==> src/rtl/wb_stage_if.sv <==
// Shared pipeline widths and the memory-stage to writeback-stage handoff bundle.
package width_param;
    localparam int ADDR_WIDTH = 32;
    localparam int INST_WIDTH = 32;
    localparam int DATA_WIDTH = 32;
    localparam int REG_WIDTH  = 5;
endpackage

interface mem_stage_if;
    logic [width_param::ADDR_WIDTH-1:0] pc;
    logic [width_param::INST_WIDTH-1:0] inst;
    logic                               ram_rd_en;
    logic [width_param::DATA_WIDTH-1:0] rw_data;
    logic [width_param::REG_WIDTH-1:0]  rw_addr;
    logic                               rw_en;

    modport i (input  pc, inst, ram_rd_en, rw_data, rw_addr, rw_en);
    modport o (output pc, inst, ram_rd_en, rw_data, rw_addr, rw_en);
endinterface

==> src/rtl/wb_stage.sv <==
// Writeback stage: holds one retiring instruction, waits for and extends load data,
// then commits it to the register file and the trace port for exactly one cycle.
module wb_stage
    import width_param::*;
#(
    parameter int TIMEOUT_CYCLES = 256
) (
    input  logic                  clk,
    input  logic                  rst_n,
    mem_stage_if.i                mem_in,
    input  logic                  mem_valid,
    output logic                  wb_allowin,
    input  logic [DATA_WIDTH-1:0] ram_rdata,
    input  logic                  ram_rvalid,
    output logic                  rf_we,
    output logic [REG_WIDTH-1:0]  rf_waddr,
    output logic [DATA_WIDTH-1:0] rf_wdata,
    output logic                  wb_valid,
    output logic [ADDR_WIDTH-1:0] wb_pc,
    output logic [INST_WIDTH-1:0] wb_inst,
    output logic                  wb_err
);

    typedef enum logic [1:0] {
        S_IDLE,
        S_WAIT,
        S_RETIRE
    } state_t;

    localparam logic [15:0] LP_CNT_LAST = 16'(TIMEOUT_CYCLES - 1);

    state_t                r_state;
    state_t                w_next;

    logic [ADDR_WIDTH-1:0] r_pc;
    logic [INST_WIDTH-1:0] r_inst;
    logic                  r_is_load;
    logic [DATA_WIDTH-1:0] r_rw_data;
    logic [REG_WIDTH-1:0]  r_rw_addr;
    logic                  r_rw_en;
    logic [DATA_WIDTH-1:0] r_ldata;
    logic [15:0]           r_cnt;
    logic                  r_timeout;
    logic                  r_err;

    logic                  w_accept;
    logic                  w_timeout_hit;
    logic                  w_retire;
    logic [7:0]            w_byte;
    logic [15:0]           w_half;
    logic [DATA_WIDTH-1:0] w_ext;

    assign w_accept      = mem_valid && wb_allowin;
    assign w_timeout_hit = (r_state == S_WAIT) && !ram_rvalid && (r_cnt == LP_CNT_LAST);

    always_ff @(posedge clk) begin
        if (!rst_n) begin
            r_state <= S_IDLE;
        end else begin
            r_state <= w_next;
        end
    end

    always_comb begin
        w_next = r_state;
        case (r_state)
            S_IDLE: begin
                if (w_accept) begin
                    w_next = mem_in.ram_rd_en ? S_WAIT : S_RETIRE;
                end
            end
            S_WAIT: begin
                if (ram_rvalid || w_timeout_hit) begin
                    w_next = S_RETIRE;
                end
            end
            S_RETIRE: begin
                if (w_accept) begin
                    w_next = mem_in.ram_rd_en ? S_WAIT : S_RETIRE;
                end else begin
                    w_next = S_IDLE;
                end
            end
            default: w_next = S_IDLE;
        endcase
    end

    // Outputs are gated by rst_n so they read as zero during reset, before the first edge.
    always_comb begin
        wb_allowin = rst_n && ((r_state == S_IDLE) || (r_state == S_RETIRE));
        w_retire   = rst_n && (r_state == S_RETIRE);
        wb_valid   = w_retire;
        wb_pc      = w_retire ? r_pc : '0;
        wb_inst    = w_retire ? r_inst : '0;
        rf_waddr   = w_retire ? r_rw_addr : '0;
        rf_wdata   = '0;
        if (w_retire) begin
            rf_wdata = r_is_load ? r_ldata : r_rw_data;
        end
        rf_we      = w_retire && r_rw_en && (r_rw_addr != '0) && !r_timeout;
        wb_err     = rst_n && r_err;
    end

    always_comb begin
        w_byte = 8'h00;
        case (r_rw_data[1:0])
            2'd0: w_byte = ram_rdata[7:0];
            2'd1: w_byte = ram_rdata[15:8];
            2'd2: w_byte = ram_rdata[23:16];
            2'd3: w_byte = ram_rdata[31:24];
            default: w_byte = 8'h00;
        endcase
        w_half = r_rw_data[1] ? ram_rdata[31:16] : ram_rdata[15:0];
        case (r_inst[31:22])
            10'h0A0: w_ext = {{(DATA_WIDTH-8){w_byte[7]}}, w_byte};
            10'h0A8: w_ext = {{(DATA_WIDTH-8){1'b0}}, w_byte};
            10'h0A1: w_ext = {{(DATA_WIDTH-16){w_half[15]}}, w_half};
            10'h0A9: w_ext = {{(DATA_WIDTH-16){1'b0}}, w_half};
            default: w_ext = ram_rdata;
        endcase
    end

    // Accept and WAIT never overlap because wb_allowin is low in WAIT.
    always_ff @(posedge clk) begin
        if (!rst_n) begin
            r_pc      <= '0;
            r_inst    <= '0;
            r_is_load <= 1'b0;
            r_rw_data <= '0;
            r_rw_addr <= '0;
            r_rw_en   <= 1'b0;
            r_ldata   <= '0;
            r_cnt     <= '0;
            r_timeout <= 1'b0;
            r_err     <= 1'b0;
        end else if (w_accept) begin
            r_pc      <= mem_in.pc;
            r_inst    <= mem_in.inst;
            r_is_load <= mem_in.ram_rd_en;
            r_rw_data <= mem_in.rw_data;
            r_rw_addr <= mem_in.rw_addr;
            r_rw_en   <= mem_in.rw_en;
            r_ldata   <= '0;
            r_cnt     <= '0;
            r_timeout <= 1'b0;
        end else if (r_state == S_WAIT) begin
            if (ram_rvalid) begin
                r_ldata <= w_ext;
            end else if (w_timeout_hit) begin
                r_timeout <= 1'b1;
                r_err     <= 1'b1;
            end else begin
                r_cnt <= r_cnt + 16'd1;
            end
        end
    end

endmodule
==> src/flat_wrapper.sv <==
// flat-port wrapper written by rule: the top's interface ports become plain ports
module wb_stage_flat import width_param::*;
#(
    parameter int TIMEOUT_CYCLES = 256
)
  (clk, rst_n, mem_valid, wb_allowin, ram_rdata, ram_rvalid, rf_we, rf_waddr, rf_wdata, wb_valid, wb_pc, wb_inst, wb_err, mem_in_pc, mem_in_inst, mem_in_ram_rd_en, mem_in_rw_data, mem_in_rw_addr, mem_in_rw_en);
  mem_stage_if mem_in_i ();
  input  logic clk;
  input  logic rst_n;
  input  logic mem_valid;
  output logic wb_allowin;
  input  logic [DATA_WIDTH-1:0] ram_rdata;
  input  logic ram_rvalid;
  output logic rf_we;
  output logic [REG_WIDTH-1:0] rf_waddr;
  output logic [DATA_WIDTH-1:0] rf_wdata;
  output logic wb_valid;
  output logic [ADDR_WIDTH-1:0] wb_pc;
  output logic [INST_WIDTH-1:0] wb_inst;
  output logic wb_err;
  input wire logic [$bits(mem_in_i.pc)-1:0] mem_in_pc;
  input wire logic [$bits(mem_in_i.inst)-1:0] mem_in_inst;
  input wire logic [$bits(mem_in_i.ram_rd_en)-1:0] mem_in_ram_rd_en;
  input wire logic [$bits(mem_in_i.rw_data)-1:0] mem_in_rw_data;
  input wire logic [$bits(mem_in_i.rw_addr)-1:0] mem_in_rw_addr;
  input wire logic [$bits(mem_in_i.rw_en)-1:0] mem_in_rw_en;
  assign mem_in_i.pc = mem_in_pc;
  assign mem_in_i.inst = mem_in_inst;
  assign mem_in_i.ram_rd_en = mem_in_ram_rd_en;
  assign mem_in_i.rw_data = mem_in_rw_data;
  assign mem_in_i.rw_addr = mem_in_rw_addr;
  assign mem_in_i.rw_en = mem_in_rw_en;
  wb_stage #(.TIMEOUT_CYCLES(TIMEOUT_CYCLES)) u_core (.clk(clk), .rst_n(rst_n), .mem_in(mem_in_i), .mem_valid(mem_valid), .wb_allowin(wb_allowin), .ram_rdata(ram_rdata), .ram_rvalid(ram_rvalid), .rf_we(rf_we), .rf_waddr(rf_waddr), .rf_wdata(rf_wdata), .wb_valid(wb_valid), .wb_pc(wb_pc), .wb_inst(wb_inst), .wb_err(wb_err));
endmodule
==> config.mk <==
export PLATFORM = sky130hd
export DESIGN_NAME = wb_stage_flat
export DESIGN_NICKNAME = d
export VERILOG_FILES = /design/src/rtl/wb_stage_if.sv /design/src/rtl/wb_stage.sv /design/src/flat_wrapper.sv
export SDC_FILE = /design/constraint.sdc
export NUM_CORES = 1
export LEC_CHECK = 0
export BUFFER_PORTS_ARGS = -buffer_cell sky130_fd_sc_hd__buf_2
export CORE_UTILIZATION = 54
export DETAILED_ROUTE_END_ITERATION = 10
export MAX_ROUTING_LAYER = met4
export PLACE_DENSITY_LB_ADDON = 0.15
export SETUP_SLACK_MARGIN = 0.4
export SYNTH_ARGS = -nofsm -noshare
export SYNTH_HDL_FRONTEND = slang
export SYNTH_SLANG_ARGS = --single-unit
==> constraint.sdc <==
create_clock -name clk -period 4 [get_ports clk]
set_clock_uncertainty 0.2 [all_clocks]
set_input_delay 0.2 -clock clk [delete_from_list [all_inputs] [get_ports clk]]
set_output_delay 0.2 -clock clk [all_outputs]
set_load 0.05 [all_outputs]
==> out/results.ini <==
[run_status]
outcome = complete, no violations

[global_routing]
grt_pass1_wl_mm = 37.79
grt_max_degree = 109
grt_pass1_vias = 7635
top_usage_layer = met2
met3_usage = 0.1050
gr-total-overflow = 0
grt_antenna_before_repair = 2
met1_usage = 0.4292
use_met2 = 0.5878
grt.total_usage = 0.3700

[worst_setup_path]
crit_buf_inv = 3
cp-start-kind = primary input
cp-end-kind = flip-flop
cpMaxStageDelayCell = a21boi_4
path_class = in -> reg
regToRegStartpoint = u_core.r_state[1]
cp_common_cell = buf_4
cp_top_family = buffers and inverters
max_stage_delay_ns = 0.92
crit_start = rst_n
path_cells = buf_4 > buf_4 > a21boi_4 > o21ai_0 > a31oi_1 > dlygate4sd3_1
required_ns = 4.16
cp_max_fo = 108
arrival_ns = 3.23

[clock_tree]
clkSlewWorstSetupHoldPaths_ns = 0.06
htree_levels = 4
cts_tree = done
hold_buffers = 135
cts_resized = 0
cts_root_buf = clkbuf_16
cts_buffers = 17
postCtsSetupRepairBufs = 0
cts_buffer_depth = 2
numClockSinks = 155
clkLatencyLatePin_ns = 0.42

[timing]
rsz0062_at_grt = no
setup_tns_ns = 0
fin_crit_ns = 3.066
hold_violations = 0
maxSlewHeadroom = 0.2251
slew_viol_final = 0
setup_viol = 0
worstMarginPinSlew_ns = 1.162
timing.fmax_mhz = 326.1
final.period_utilization = 0.7665

[synth]
synthArstFlopShare = 0
synthFlopType = dfxtp_1
yosys.area_share.adder = 0.001758
syn-num-nets = 1074
syn_area_mm2 = 0.007116
synthCells = 934
avgSynthCellArea_um2 = 7.618
synth_top_family_by_area = simple AND/OR/NAND/NOR gates
synth-edff-count = 0
yosysWarnings = 0
synth_xor_xnor_area_share = 0.001231
synth_compound_area_frac = 0.1044
yosys.area_share.simple = 0.3413
synthMuxAreaShare = 0.06190
yosysUniqueCellTypes = 53
ys_seq_area_frac = 0.4361
synth_seq_cells = 155

[drt]
vias = 8259
final_antenna_net_count = 0
drt_iter0_drc = 893
wl_mm = 24.89
drc = 0
wl_per_cell_um = 17.21
first_pass_iters = 5
via_per_inst = 5.712

[die]
die_area_mm2 = 0.01364
die_y_um = 116.8
initial_core_util = 0.5593
die_w_um = 116.8
core_region_area_mm2 = 0.01272
std_cell_rows = 41
io_pins = 244

[place]
routabilityCongestion = 0.8649
portBuffers = 243
dp_hpwl_mm = 13.13

[power_and_ir_drop]
peakVddDrop_uv = 277.0
p_leak_nw = 5.149
power.density_mw_per_mm2 = 389.5

[worst_hold_path]
holdCritStartpoint = ram_rdata[8]
hold_path.class = in -> reg

[run]
drv_cap = 0

[layout]
drive_gt1_frac = 0.2406
syn_to_final_growth_pct = 45.30
fin_util = 0.8126
nets = 1399
most-common-layout-cells = nand2_1, buf_2, dfxtp_1, dlygate4sd3_1, nand3_1

[Yosys cell counts (2+ instances only)]
cell      count  area [µm²]
nand2_1     243       912.1
dfxtp_1     155        3103
nand3_1     114       570.6
and3_1       71       444.2
clkbuf_1     62       232.7
a21oi_1      45       225.2
o21ai_0      42       210.2
nor2_1       36       135.1
mux2i_1      35       350.3
buf_2        12       60.06
inv_1        10       37.54
a31oi_1       9       56.30
nor3_1        9       45.04
or3_1         8       50.05
a21o_1        7       52.55
a211oi_1      6       45.04
mux2_2        6       67.56
nand4_1       6       37.54
and2_1        4       25.02
buf_1         4       15.01
o211ai_1      4       30.03
or4_1         4       30.03
buf_6         3       33.78
nor4_1        3       18.77
o32ai_1       3       26.28
and4_1        2       17.52
nand2b_1      2       12.51
nor2b_1       2       12.51
nor4b_1       2       17.52
o22ai_1       2       12.51
[sequential cells by signal, summed over array words and instances (netlist names)]
| signal | count |
|---|---|
| u_core.r_ldata | 32 |
| u_core.r_rw_en | 1 |
| u_core.r_err | 1 |
| u_core.r_rw_addr | 5 |
| u_core.r_pc | 32 |
| u_core.r_state | 2 |
| u_core.r_timeout | 1 |
| u_core.r_inst | 32 |
| u_core.r_rw_data | 32 |
| u_core.r_is_load | 1 |
| u_core.r_cnt | 16 |
[final cells by class]
| class | count | area (µm²) |
|---|---|---|
| inverters | 10 | 37.54 |
| clock buffers | 17 | 425.4 |
| fillers | 815 | 2384 |
| flip-flops and latches | 155 | 3105 |
| diodes | 2 | 5.005 |
| repair buffers | 387 | 2638 |
| well taps | 172 | 215.2 |
| multi-input cells | 688 | 3667 |
| clock inverters | 15 | 245.2 |
[worst register-to-register path, cell delays in order, from the launching register on]
cell and delay, ns:
dfxtp_2 0.32, buf_4 0.31, nand3b_1 0.88, a21oi_1 0.42, a31oi_1 0.15, dlygate4sd3_1 0.59
[where the power goes]
| group | switching, mW | internal [mW] | total [mW] |
|---|---|---|---|
| Combinational | 0.269 | 0.230 | 0.499 |
| Sequential | 0.0627 | 1.63 | 1.69 |
| Clock | 0.666 | 1.17 | 1.84 |
| Total | 0.997 | 3.03 | 4.03 |
[kinds of logic (layout without fill, tap and decap cells)]
family          after synthesis  count (layout)
simple gates                517             517
flops                       155             155
compound gates              127             127
buf+inv                      91             429
mux                          42              42
fa+ha+maj                     1               1
xor+xnor                      1               1
other cells                   0               2
[final timing paths]
check | to | slack (ns) | cells past startpoint
max | u_core.r_ldata[7] | 0.93 | 6
min | u_core.r_ldata[8] | 0.02 | 3
max reg2reg | u_core.r_ldata[7] | 1.01 | 5
min reg2reg | u_core.r_inst[9] | 0.25 | 2
[through the flow]
stage | worst slack, ns | cells | power, mW | cell area [µm²] | hold slack (ns)
finish | 0.9339 | 1446 | 4.027 | 10340 | 0.01696
global route | 0.8829 | 1446 | 4.148 | 10340 | 0.02259
CTS | 1.135 | 1444 | 4.001 | 10330 | 0.002190
detailed placement | 1.131 | 1277 | 2.090 | 8312 | 0.1850
global placement | 1.192 | 1277 | 2.085 | 8312 | 0.1821
floorplan | 0.9013 | 934 | 1.949 | 7116 | 0.09895
[metal layers]
| metal | wire [µm] | vias up | share of wire |
|---|---|---|---|
| met5 | 0 | - | 0 |
| met4 | 863 | 0 | 0.035 |
| met3 | 2334 | 91 | 0.094 |
| met2 | 11980 | 502 | 0.48 |
| met1 | 9718 | 3814 | 0.39 |
| li1 | - | 3852 | - |
(Power assumes the default switching activity.)
